## src/rtl/sm83_alu.sv

```systemverilog
// SM83 (Game Boy) 8-bit ALU: combinational datapath plus a one-bit carry latch for 16-bit add sequences.
// Optional DAA support is enabled by defining SM83_ALU_DAA_EN; otherwise op 01100 acts as COPYA.
module sm83_alu (
  input  logic       clk,
  input  logic       reset,
  input  logic [7:0] alu_a,
  input  logic [7:0] alu_b,
  input  logic [4:0] alu_op,
  input  logic [3:0] alu_flag_in,
  input  logic [2:0] alu_bit_index,
  input  logic       carry_capture,
  output logic [7:0] alu_out,
  output logic [3:0] alu_flag_out,
  output logic       carry_latched
);

  typedef enum logic [4:0] {
    OP_ADD   = 5'h00, OP_ADC,  OP_SUB,  OP_SBC,  OP_AND,  OP_XOR,  OP_OR,   OP_CP,
    OP_RLCA  = 5'h08, OP_RRCA, OP_RLA,  OP_RRA,  OP_DAA,  OP_CPL,  OP_SCF,  OP_CCF,
    OP_RLC   = 5'h10, OP_RRC,  OP_RL,   OP_RR,   OP_SLA,  OP_SRA,  OP_SWAP, OP_SRL,
    OP_COPYA = 5'h18, OP_COPYB, OP_INCB, OP_DECB, OP_RSVD, OP_BIT, OP_RES,  OP_SET
  } op_e;

  localparam int unsigned FZ = 3;
  localparam int unsigned FN = 2;
  localparam int unsigned FH = 1;
  localparam int unsigned FC = 0;

  op_e        op;
  logic       cin;
  logic       cin_use;
  logic [8:0] sum9;
  logic [4:0] sum_lo;
  logic [8:0] diff9;
  logic [4:0] diff_lo;
  logic [7:0] bit_mask;
  logic [7:0] res;
  logic [3:0] flg;
  logic       z_upd;
`ifdef SM83_ALU_DAA_EN
  logic [7:0] daa_adj;
  logic       daa_c;
`endif

  assign op       = op_e'(alu_op);
  assign cin      = alu_flag_in[FC];
  // Only ADC/SBC fold the incoming carry into the shared adder/subtractor.
  assign cin_use  = ((op == OP_ADC) || (op == OP_SBC)) && cin;
  assign sum9     = {1'b0, alu_a} + {1'b0, alu_b} + {8'b0, cin_use};
  assign sum_lo   = {1'b0, alu_a[3:0]} + {1'b0, alu_b[3:0]} + {4'b0, cin_use};
  assign diff9    = {1'b0, alu_a} - {1'b0, alu_b} - {8'b0, cin_use};
  assign diff_lo  = {1'b0, alu_a[3:0]} - {1'b0, alu_b[3:0]} - {4'b0, cin_use};
  assign bit_mask = 8'h01 << alu_bit_index;

  always_comb begin
    res   = alu_a;
    flg   = alu_flag_in;
    z_upd = 1'b0;
`ifdef SM83_ALU_DAA_EN
    daa_adj = '0;
    daa_c   = cin;
`endif
    case (op)
      OP_ADD, OP_ADC: begin
        res = sum9[7:0]; z_upd = 1'b1;
        flg[FN] = 1'b0; flg[FH] = sum_lo[4]; flg[FC] = sum9[8];
      end
      OP_SUB, OP_SBC, OP_CP: begin
        res = (op == OP_CP) ? alu_a : diff9[7:0];
        flg[FZ] = (diff9[7:0] == 8'h00);
        flg[FN] = 1'b1; flg[FH] = diff_lo[4]; flg[FC] = diff9[8];
      end
      OP_AND: begin
        res = alu_a & alu_b; z_upd = 1'b1;
        flg[FN] = 1'b0; flg[FH] = 1'b1; flg[FC] = 1'b0;
      end
      OP_XOR, OP_OR: begin
        res = (op == OP_XOR) ? (alu_a ^ alu_b) : (alu_a | alu_b); z_upd = 1'b1;
        flg[FN] = 1'b0; flg[FH] = 1'b0; flg[FC] = 1'b0;
      end
      OP_RLCA: begin res = {alu_a[6:0], alu_a[7]}; flg = {3'b000, alu_a[7]}; end
      OP_RRCA: begin res = {alu_a[0], alu_a[7:1]}; flg = {3'b000, alu_a[0]}; end
      OP_RLA:  begin res = {alu_a[6:0], cin};      flg = {3'b000, alu_a[7]}; end
      OP_RRA:  begin res = {cin, alu_a[7:1]};      flg = {3'b000, alu_a[0]}; end
`ifdef SM83_ALU_DAA_EN
      // Both adjust thresholds look at the original operand, not a partially adjusted one.
      OP_DAA: begin
        if (!alu_flag_in[FN]) begin
          if (cin || (alu_a > 8'h99)) begin
            daa_adj = daa_adj | 8'h60;
            daa_c   = 1'b1;
          end
          if (alu_flag_in[FH] || (alu_a[3:0] > 4'h9)) daa_adj = daa_adj | 8'h06;
          res = alu_a + daa_adj;
        end else begin
          if (cin)             daa_adj = daa_adj | 8'h60;
          if (alu_flag_in[FH]) daa_adj = daa_adj | 8'h06;
          res = alu_a - daa_adj;
        end
        z_upd = 1'b1; flg[FH] = 1'b0; flg[FC] = daa_c;
      end
`endif
      OP_CPL: begin res = ~alu_a; flg[FN] = 1'b1; flg[FH] = 1'b1; end
      OP_SCF: begin flg[FN] = 1'b0; flg[FH] = 1'b0; flg[FC] = 1'b1; end
      OP_CCF: begin flg[FN] = 1'b0; flg[FH] = 1'b0; flg[FC] = ~cin; end
      OP_RLC:  begin res = {alu_a[6:0], alu_a[7]};  flg = {3'b000, alu_a[7]}; z_upd = 1'b1; end
      OP_RRC:  begin res = {alu_a[0], alu_a[7:1]};  flg = {3'b000, alu_a[0]}; z_upd = 1'b1; end
      OP_RL:   begin res = {alu_a[6:0], cin};       flg = {3'b000, alu_a[7]}; z_upd = 1'b1; end
      OP_RR:   begin res = {cin, alu_a[7:1]};       flg = {3'b000, alu_a[0]}; z_upd = 1'b1; end
      OP_SLA:  begin res = {alu_a[6:0], 1'b0};      flg = {3'b000, alu_a[7]}; z_upd = 1'b1; end
      OP_SRA:  begin res = {alu_a[7], alu_a[7:1]};  flg = {3'b000, alu_a[0]}; z_upd = 1'b1; end
      OP_SWAP: begin res = {alu_a[3:0], alu_a[7:4]}; flg = 4'b0000;            z_upd = 1'b1; end
      OP_SRL:  begin res = {1'b0, alu_a[7:1]};      flg = {3'b000, alu_a[0]}; z_upd = 1'b1; end
      OP_COPYB: res = alu_b;
      OP_INCB: begin
        res = alu_b + 8'h01; z_upd = 1'b1;
        flg[FN] = 1'b0; flg[FH] = (alu_b[3:0] == 4'hF);
      end
      OP_DECB: begin
        res = alu_b - 8'h01; z_upd = 1'b1;
        flg[FN] = 1'b1; flg[FH] = (alu_b[3:0] == 4'h0);
      end
      OP_BIT: begin
        flg[FZ] = ~|(alu_a & bit_mask); flg[FN] = 1'b0; flg[FH] = 1'b1;
      end
      OP_RES: res = alu_a & ~bit_mask;
      OP_SET: res = alu_a | bit_mask;
      default: ;  // COPYA, reserved and (when disabled) DAA pass A through with flags unchanged
    endcase
    if (z_upd) flg[FZ] = (res == 8'h00);
  end

  assign alu_out      = res;
  assign alu_flag_out = flg;

  always_ff @(posedge clk) begin
    if (reset)              carry_latched <= 1'b0;
    else if (carry_capture) carry_latched <= alu_flag_out[FC];
  end

endmodule

```

## config.mk

```make
export PLATFORM = sky130hd
export DESIGN_NAME = sm83_alu
export DESIGN_NICKNAME = d
export VERILOG_FILES = /design/src/rtl/sm83_alu.sv
export SDC_FILE = /design/constraint.sdc
export NUM_CORES = 1
export LEC_CHECK = 0
export CAP_MARGIN = 20
export CORE_ASPECT_RATIO = 0.8
export CORE_MARGIN = 2
export CORE_UTILIZATION = 50
export CTS_CLUSTER_DIAMETER = 200
export DETAILED_ROUTE_END_ITERATION = 6
export HOLD_SLACK_MARGIN = 0.08
export PLACE_DENSITY = 0.75
export RECOVER_POWER = 50
export SKIP_CTS_REPAIR_TIMING = 1
export SYNTH_ARGS = -nofsm -noshare
export SYNTH_HDL_FRONTEND = slang
export SYNTH_SLANG_ARGS = --single-unit
```

## constraint.sdc

```tcl
create_clock -name clk -period 11.3 [get_ports clk]
set_clock_uncertainty 0.1 [all_clocks]
set_input_delay 3.39 -clock clk [delete_from_list [all_inputs] [get_ports clk]]
set_output_delay 3.39 -clock clk [all_outputs]
set_load 0.01 [all_outputs]
```

==> results_dict.tcl, run 1 <==
set metrics [dict create \
    globalRoute.totalOverflow 0 \
    track_usage 0.367 \
    drtIter0Drc 490 \
    fmax_mhz 91.2 \
    setup_total_negative_slack_ns 0 \
    top_register "carry_latched" \
    viasPerCell 6.83 \
    final_period_minus_worst_setup_slack_ns 10.96 \
    critical_path.reg2reg.startpoint "carry_latched$_SDFFE_PP0P_" \
    detail_route.wl_per_cell_microns 22.3 \
    reg2reg_setup_slack_ns 10.48 \
    final_period_util 0.970 \
    yosys_warnings 0 \
    critical_path_required_ns 7.81 \
    die_area_sq_mm 0.00670 \
    maxCapViolCount 0 \
    critical_path_capture_point_type "output port" \
    syn_inst 444 \
    cts.reportedPaths.clkPinSlew_ns 0 \
    cellLeakagePower_nw 1.47 \
    finalWorstSetupSlack_ns 0.337 \
    layout_nets 553 \
    cp-start-kind "primary input" \
    placement_rows 25 \
    detailedPlacementHpwl_mm 9.62 \
    setup_repair_after_global_routing_missed_its_margin "false" \
    port_buf_inserts 43 \
    regToRegEndpoint "carry_latched$_SDFFE_PP0P_" \
    syn-cell-area_sq_mm 0.00303 \
    biggestRegsByFlops "carry_latched x1" \
    crit_path_cell_trace "dlygate4sd3_1, nor3_1, nand3_1, inv_1, fa_1, ha_1, xnor2_1, o21ai_0, a22o_1, or4_4, nand2b_1, or4_1, o41ai_2, dlymetal6s2s_1" \
    critPathLaunch "alu_op[4]" \
    grt_first_pass_wirelength_mm 19.1 \
    critical_path_class "in2out" \
    postSynthRegisterBits 1 \
    finalHoldViolCount 0 \
    synth_enable_flop_cells 0 \
    setup-violations-final 0 \
    ys_types 82 \
    clock_insertion_delay_worst_skew_ns 0 \
    die_width_microns 91.0 \
    synth_nets 515 \
    initial_utilization 0.515 \
    synth_seq_area_share 0.00661 \
    postRouteAntennaNets 0 \
    floorplan.die.height_microns 73.6 \
    tightestPinTransition_ns 0.962 \
    layout.cells.most_common_list "sky130_fd_sc_hd__inv_1, sky130_fd_sc_hd__clkdlybuf4s50_1, sky130_fd_sc_hd__ha_1, sky130_fd_sc_hd__nor2_1, sky130_fd_sc_hd__o21ai_0" \
    routed_wirelength_mm 12.5 \
    syn2layout_area_growth_pct 18.0 \
    synth-async-reset-ratio 0 \
    hold_path.class "reg2reg" \
    worst_slew_margin_rel 0.355 \
    hold_slack_ns 0.524 \
    first_global_vias 3461 \
    critical_path.endpoint "alu_flag_out[3]" \
    place_worst_setup_slack_ns 0.108 \
    largest_reg_flops 1 \
    postSynth.topFlopCell "sky130_fd_sc_hd__dfxtp_1" \
    grt_start_max_net_pins 47 \
    fraction_of_layout_cells_with_a_size_suffix_above_1 0.0813 \
    rr_worst_depth 2 \
    arrival_ns 7.47 \
    route.detailed.drc 0 \
    drtPass1Iterations 6 \
    io_pins 44 \
    routabilityCongestion 0.998 \
    ir_drop_uv 27.1 \
    power_density_mw_per_mm2 52.3 \
    biggest_cell_delay_along_the_critical_path_ns 0.55 \
    syn_area_per_cell_sq_um 6.83 \
    path_max_fanout 3 \
    vias 3832 \
    coreArea_sq_mm 0.00588 \
    critical_path.slowest_cell "sky130_fd_sc_hd__dlygate4sd3_1" \
    number_of_antenna_violations_at_the_first_check_in_global_routing 0 \
    max_slew_vio_count 0 \
    run_status "complete, no violations" \
    antenna_cells 0 \
]
-- metrics by stage --
step            util  power (W)  cell area, sq um  cells
3_3_place_gp   0.607   0.000179              3570    561
5_1_grt        0.608   0.000199              3580    561
6_report       0.608   0.000187              3580    561
4_1_cts        0.607   0.000181              3570    561
3_5_place_dp   0.607   0.000180              3570    561
2_1_floorplan      -   0.000113              3030    444
-- cell families (layout without fill, tap and decap cells) --
| kind of cell | Yosys count | count (layout) | share of synthesized area |
|---|---|---|---|
| AND/OR/NAND/NOR | 154 | 154 | 0.269 |
| XOR/XNOR | 21 | 21 | 0.0632 |
| buffers and inverters | 64 | 100 | 0.0945 |
| AO/OA/AOI/OAI | 156 | 156 | 0.362 |
| multiplexers | 8 | 8 | 0.0268 |
| adder cells (fa/ha/maj) | 40 | 40 | 0.178 |
| flip-flops | 1 | 1 | 0.00661 |
-- worst min path at each step --
stage,slack (ns),end,cells after the start,from
6_report,0.52,carry_latched$_SDFFE_PP0P_,2,carry_latched$_SDFFE_PP0P_
5_1_grt,0.60,carry_latched$_SDFFE_PP0P_,2,carry_latched$_SDFFE_PP0P_
4_1_cts,0.54,carry_latched$_SDFFE_PP0P_,2,carry_latched$_SDFFE_PP0P_
3_5_place_dp,0.54,carry_latched$_SDFFE_PP0P_,2,carry_latched$_SDFFE_PP0P_
3_3_place_gp,0.52,carry_latched$_SDFFE_PP0P_,2,carry_latched$_SDFFE_PP0P_
2_1_floorplan,0.57,carry_latched$_SDFFE_PP0P_,2,carry_latched$_SDFFE_PP0P_
-- layer usage --
layer / track usage / up-vias / share of wire
met2: 0.574 / 269 / 0.42
li1: - / 1754 / -
met3: 0.0615 / 27 / 0.13
met1: 0.521 / 1782 / 0.43
met5: 0 / - / 0
met4: 0.103 / 0 / 0.024
-- layout make-up --
type                            instances  area, sq um
Tap cell                               81          101
Timing Repair Buffer                   64          591
Fill cell                             595         2300
Multi-Input combinational cell        379         2730
Inverter                               36          135
Sequential cell                         1         20.0
-- worst max-delay path: cells and delay by family --
family | cells | cell delay [ns]
AO/OA/AOI/OAI | 3 | 0.62
XOR/XNOR | 1 | 0.21
adder cells (fa/ha/maj) | 2 | 0.78
buffers and inverters | 3 | 0.87
AND/OR/NAND/NOR | 5 | 1.61
-- power breakdown --
group          internal [W]  switching, W
combinational     0.0000783      0.000105
clock                     0             0
sequential       0.00000388  0.0000000796
total             0.0000822      0.000105
-- synthesized netlist by cell type (8+ instances only) --
cell type | number | area share
sky130_fd_sc_hd__a211oi_1 | 10 | 0.025
sky130_fd_sc_hd__a21oi_1 | 29 | 0.048
sky130_fd_sc_hd__a32oi_1 | 8 | 0.023
sky130_fd_sc_hd__clkbuf_1 | 12 | 0.015
sky130_fd_sc_hd__ha_1 | 35 | 0.14
sky130_fd_sc_hd__inv_1 | 36 | 0.045
sky130_fd_sc_hd__nand2_1 | 28 | 0.035
sky130_fd_sc_hd__nand3_1 | 13 | 0.021
sky130_fd_sc_hd__nor2_1 | 34 | 0.042
sky130_fd_sc_hd__nor3_1 | 17 | 0.028
sky130_fd_sc_hd__o21ai_0 | 32 | 0.053
sky130_fd_sc_hd__xnor2_1 | 14 | 0.040
Power figures use the tool's default switching activity.
==> run 2, diff against run 1 <==
--- a/config.mk
+++ b/config.mk
@@ -5,6 +5,7 @@
 export SDC_FILE = /design/constraint.sdc
 export NUM_CORES = 1
 export LEC_CHECK = 0
+export ABC_AREA = 1
 export CAP_MARGIN = 20
 export CORE_ASPECT_RATIO = 0.8
 export CORE_MARGIN = 2
@@ -12,7 +13,7 @@
 export CTS_CLUSTER_DIAMETER = 200
 export DETAILED_ROUTE_END_ITERATION = 6
 export HOLD_SLACK_MARGIN = 0.08
-export PLACE_DENSITY = 0.75
+export PLACE_DENSITY = 0.74
 export RECOVER_POWER = 50
 export SKIP_CTS_REPAIR_TIMING = 1
 export SYNTH_ARGS = -nofsm -noshare
==> run 2 against run 1 <==
Power grew 1.1%. Utilization rose by 0.13 points. Register-to-register slack improved by 0.12 ns. Cell count is 43% higher. Setup slack better by 0.026 ns. First-iteration DRC count is 28% higher.
==> results_dict.tcl, run 2 <==
set metrics [dict create \
    io_pins 44 \
    biggest_cell_delay_along_the_critical_path_ns 0.68 \
    layout_nets 794 \
    final_period_minus_worst_setup_slack_ns 10.94 \
    critPathLaunch "alu_op[3]" \
    synth_enable_flop_cells 0 \
    fmax_mhz 91.4 \
    synthMostInstantiatedCell "sky130_fd_sc_hd__nand2_1" \
    layout.cells.most_common "sky130_fd_sc_hd__nand2_1" \
    layout.cells.most_common_list "sky130_fd_sc_hd__nand2_1, sky130_fd_sc_hd__inv_1, sky130_fd_sc_hd__nor2_1, sky130_fd_sc_hd__nand3_1, sky130_fd_sc_hd__clkdlybuf4s50_1" \
    grt_first_pass_wirelength_mm 22.0 \
    critical_path_required_ns 7.81 \
    postSynth.topFlopCell "sky130_fd_sc_hd__dfxtp_1" \
    final_util 0.610 \
    critical_path.slowest_cell "sky130_fd_sc_hd__dlygate4sd3_1" \
    floorplan.die.height_microns 77.5 \
    top_register "carry_latched" \
    rr_worst_depth 2 \
    globalRoute.totalOverflow 0 \
    setup_repair_after_global_routing_missed_its_margin "false" \
    critical_path.endpoint "alu_flag_out[3]" \
    worst_slew_margin_rel 0.507 \
    syn-cell-area_sq_mm 0.00338 \
    fillers 710 \
    layout.area.seq_sq_um 20.0 \
    syn_inst 676 \
    synth_top_cells_by_count "sky130_fd_sc_hd__nand2_1, sky130_fd_sc_hd__inv_1, sky130_fd_sc_hd__nor2_1" \
    routabilityCongestion 1.08 \
    first_global_vias 4424 \
    syn_area_per_cell_sq_um 5.00 \
    die_area_sq_mm 0.00743 \
    worst_path_dominant_cell_family "simple AND/OR/NAND/NOR gates" \
    postRouteAntennaNets 0 \
    finalHoldViolCount 0 \
    final_period_util 0.968 \
    finalWorstSetupSlack_ns 0.363 \
    setup_total_negative_slack_ns 0 \
    number_of_antenna_violations_at_the_first_check_in_global_routing 0 \
    place_worst_setup_slack_ns 0.493 \
    grt_start_max_net_pins 28 \
    cp-start-kind "primary input" \
    netlist.area_leader.share 0.237 \
    synth_top_family_by_area "simple AND/OR/NAND/NOR gates" \
    maxCapViolCount 0 \
    antenna_cells 0 \
    hold_path.class "reg2reg" \
    crit_path_cell_trace "dlygate4sd3_1, nor2_1, nand2_1, nor3_1, inv_1, fa_1, fa_1, or2_2, nand2_1, nand3b_1, nand2_1, nand2_1, nand2_1, nand3_1, nor2_1, nand3_1, nor2_1, nand4_1, nand2_1, clkdlybuf4s50_1" \
    tightestPinTransition_ns 0.733 \
    yosys_warnings 0 \
    synth-async-reset-ratio 0 \
    biggestRegsByFlops "carry_latched x1" \
    critical-path-top-cell-by-count "sky130_fd_sc_hd__nand2_1" \
    hold_slack_ns 0.421 \
    critical_path_class "in2out" \
    track_usage 0.379 \
    viasPerCell 6.01 \
    routed_wirelength_mm 14.2 \
    port_buf_inserts 43 \
    synth_top_cells_by_area "sky130_fd_sc_hd__nand2_1, sky130_fd_sc_hd__nand3_1, sky130_fd_sc_hd__ha_1, sky130_fd_sc_hd__inv_1, sky130_fd_sc_hd__nor2_1" \
    critical_path_cell_count 20 \
    power_density_mw_per_mm2 47.9 \
    regToRegEndpoint "carry_latched$_SDFFE_PP0P_" \
    fraction_of_layout_cells_with_a_size_suffix_above_1 0.0444 \
    largest_reg_flops 1 \
    synthSimpleGateAreaFrac 0.579 \
    cellLeakagePower_nw 2.17 \
    post-synth-top-area-cell "sky130_fd_sc_hd__nand2_1" \
    drtIter0Drc 626 \
    critical_path.reg2reg.startpoint "carry_latched$_SDFFE_PP0P_" \
    run_status "complete, no violations" \
    coreArea_sq_mm 0.00647 \
    path_max_fanout 8 \
    multiplexer_fraction_of_the_synthesized_cell_area 0 \
    synth_seq_area_share 0.00593 \
    ir_drop_uv 39.1 \
    route.detailed.drc 0 \
    placement_rows 26 \
    max_slew_vio_count 0 \
    synth_compound_area_frac 0.107 \
    area_of_combinational_cells_with_multiple_inputs_sq_mm 0.00289 \
    initial_utilization 0.522 \
    reg2reg_setup_slack_ns 10.60 \
    postSynthRegisterBits 1 \
    critical_path_capture_point_type "output port" \
    synth_nets 747 \
    arrival_ns 7.45 \
    vias 4838 \
    drtPass1Iterations 6 \
    detailedPlacementHpwl_mm 11.4 \
    detail_route.wl_per_cell_microns 17.6 \
    clock_insertion_delay_worst_skew_ns 0 \
    cts.reportedPaths.clkPinSlew_ns 0 \
    setup-violations-final 0 \
    synth_xor_xnor_area_share 0.0104 \
    die_width_microns 95.9 \
    synth_adder_area_share 0.159 \
    critical_path_buf_inv_count 3 \
    syn2layout_area_growth_pct 16.8 \
    ys_types 37 \
]
[run 2: cell types whose count changed after synthesis, sizes merged, moves of 8 or more]
cell,before,now
o21ai,33,25
nand4,7,24
a211oi,10,0
buf,16,7
clkbuf,12,4
nand2,29,217
inv,36,103
a32oi,8,0
nand3,14,92
nor3,17,9
nor2,35,96
xnor2,15,3
[run 2: worst min-delay path by stage]
stage                                     from                    endpoint  slack, ns  depth (start not counted)
floorplan           carry_latched$_SDFFE_PP0P_  carry_latched$_SDFFE_PP0P_       0.44                          2
global placement    carry_latched$_SDFFE_PP0P_  carry_latched$_SDFFE_PP0P_       0.40                          2
detailed placement  carry_latched$_SDFFE_PP0P_  carry_latched$_SDFFE_PP0P_       0.42                          2
CTS                 carry_latched$_SDFFE_PP0P_  carry_latched$_SDFFE_PP0P_       0.42                          2
global route        carry_latched$_SDFFE_PP0P_  carry_latched$_SDFFE_PP0P_       0.46                          2
finish              carry_latched$_SDFFE_PP0P_  carry_latched$_SDFFE_PP0P_       0.42                          2
[run 2: area by class of cell]
cell class	count	area share
multi-input cells	556	0.732
well taps	84	0.0266
flip-flops and latches	1	0.00507
repair buffers	56	0.134
inverters	108	0.103
[run 2: per-layer routing]
metal,vias up,wire (microns),global-route usage
met5,-,0,0
met4,0,517,0.110
met3,47,2020,0.0806
met2,365,5780,0.558
met1,2149,5830,0.548
li1,2277,-,-
[run 2: power by group]
part | switching [W] | total (W) | internal (W)
combinational | 0.000117 | 0.000185 | 0.0000677
sequential | 0.000000183 | 0.00000412 | 0.00000394
clock | 0 | 0 | 0
[run 2: per-stage QoR]
stage / instances / cell area (sq um) / total power (W)
6_report: 805 / 3950 / 0.000189
5_1_grt: 805 / 3950 / 0.000207
3_5_place_dp: 805 / 3950 / 0.000184
4_1_cts: 805 / 3950 / 0.000185
3_3_place_gp: 805 / 3950 / 0.000181
2_1_floorplan: 676 / 3380 / 0.000113
[run 2: worst register-to-register path, stage by stage, from the launching register on]
cell	delay [ns]
sky130_fd_sc_hd__dfxtp_1	0.29
sky130_fd_sc_hd__o21bai_1	0.13
sky130_fd_sc_hd__a21oi_1	0.05
[run 2: cell families after synthesis]
logic type | after synthesis
flip-flops | 1
XOR/XNOR | 4
buffers and inverters | 119
adder cells (fa/ha/maj) | 40
AND/OR/NAND/NOR | 447
AO/OA/AOI/OAI | 65
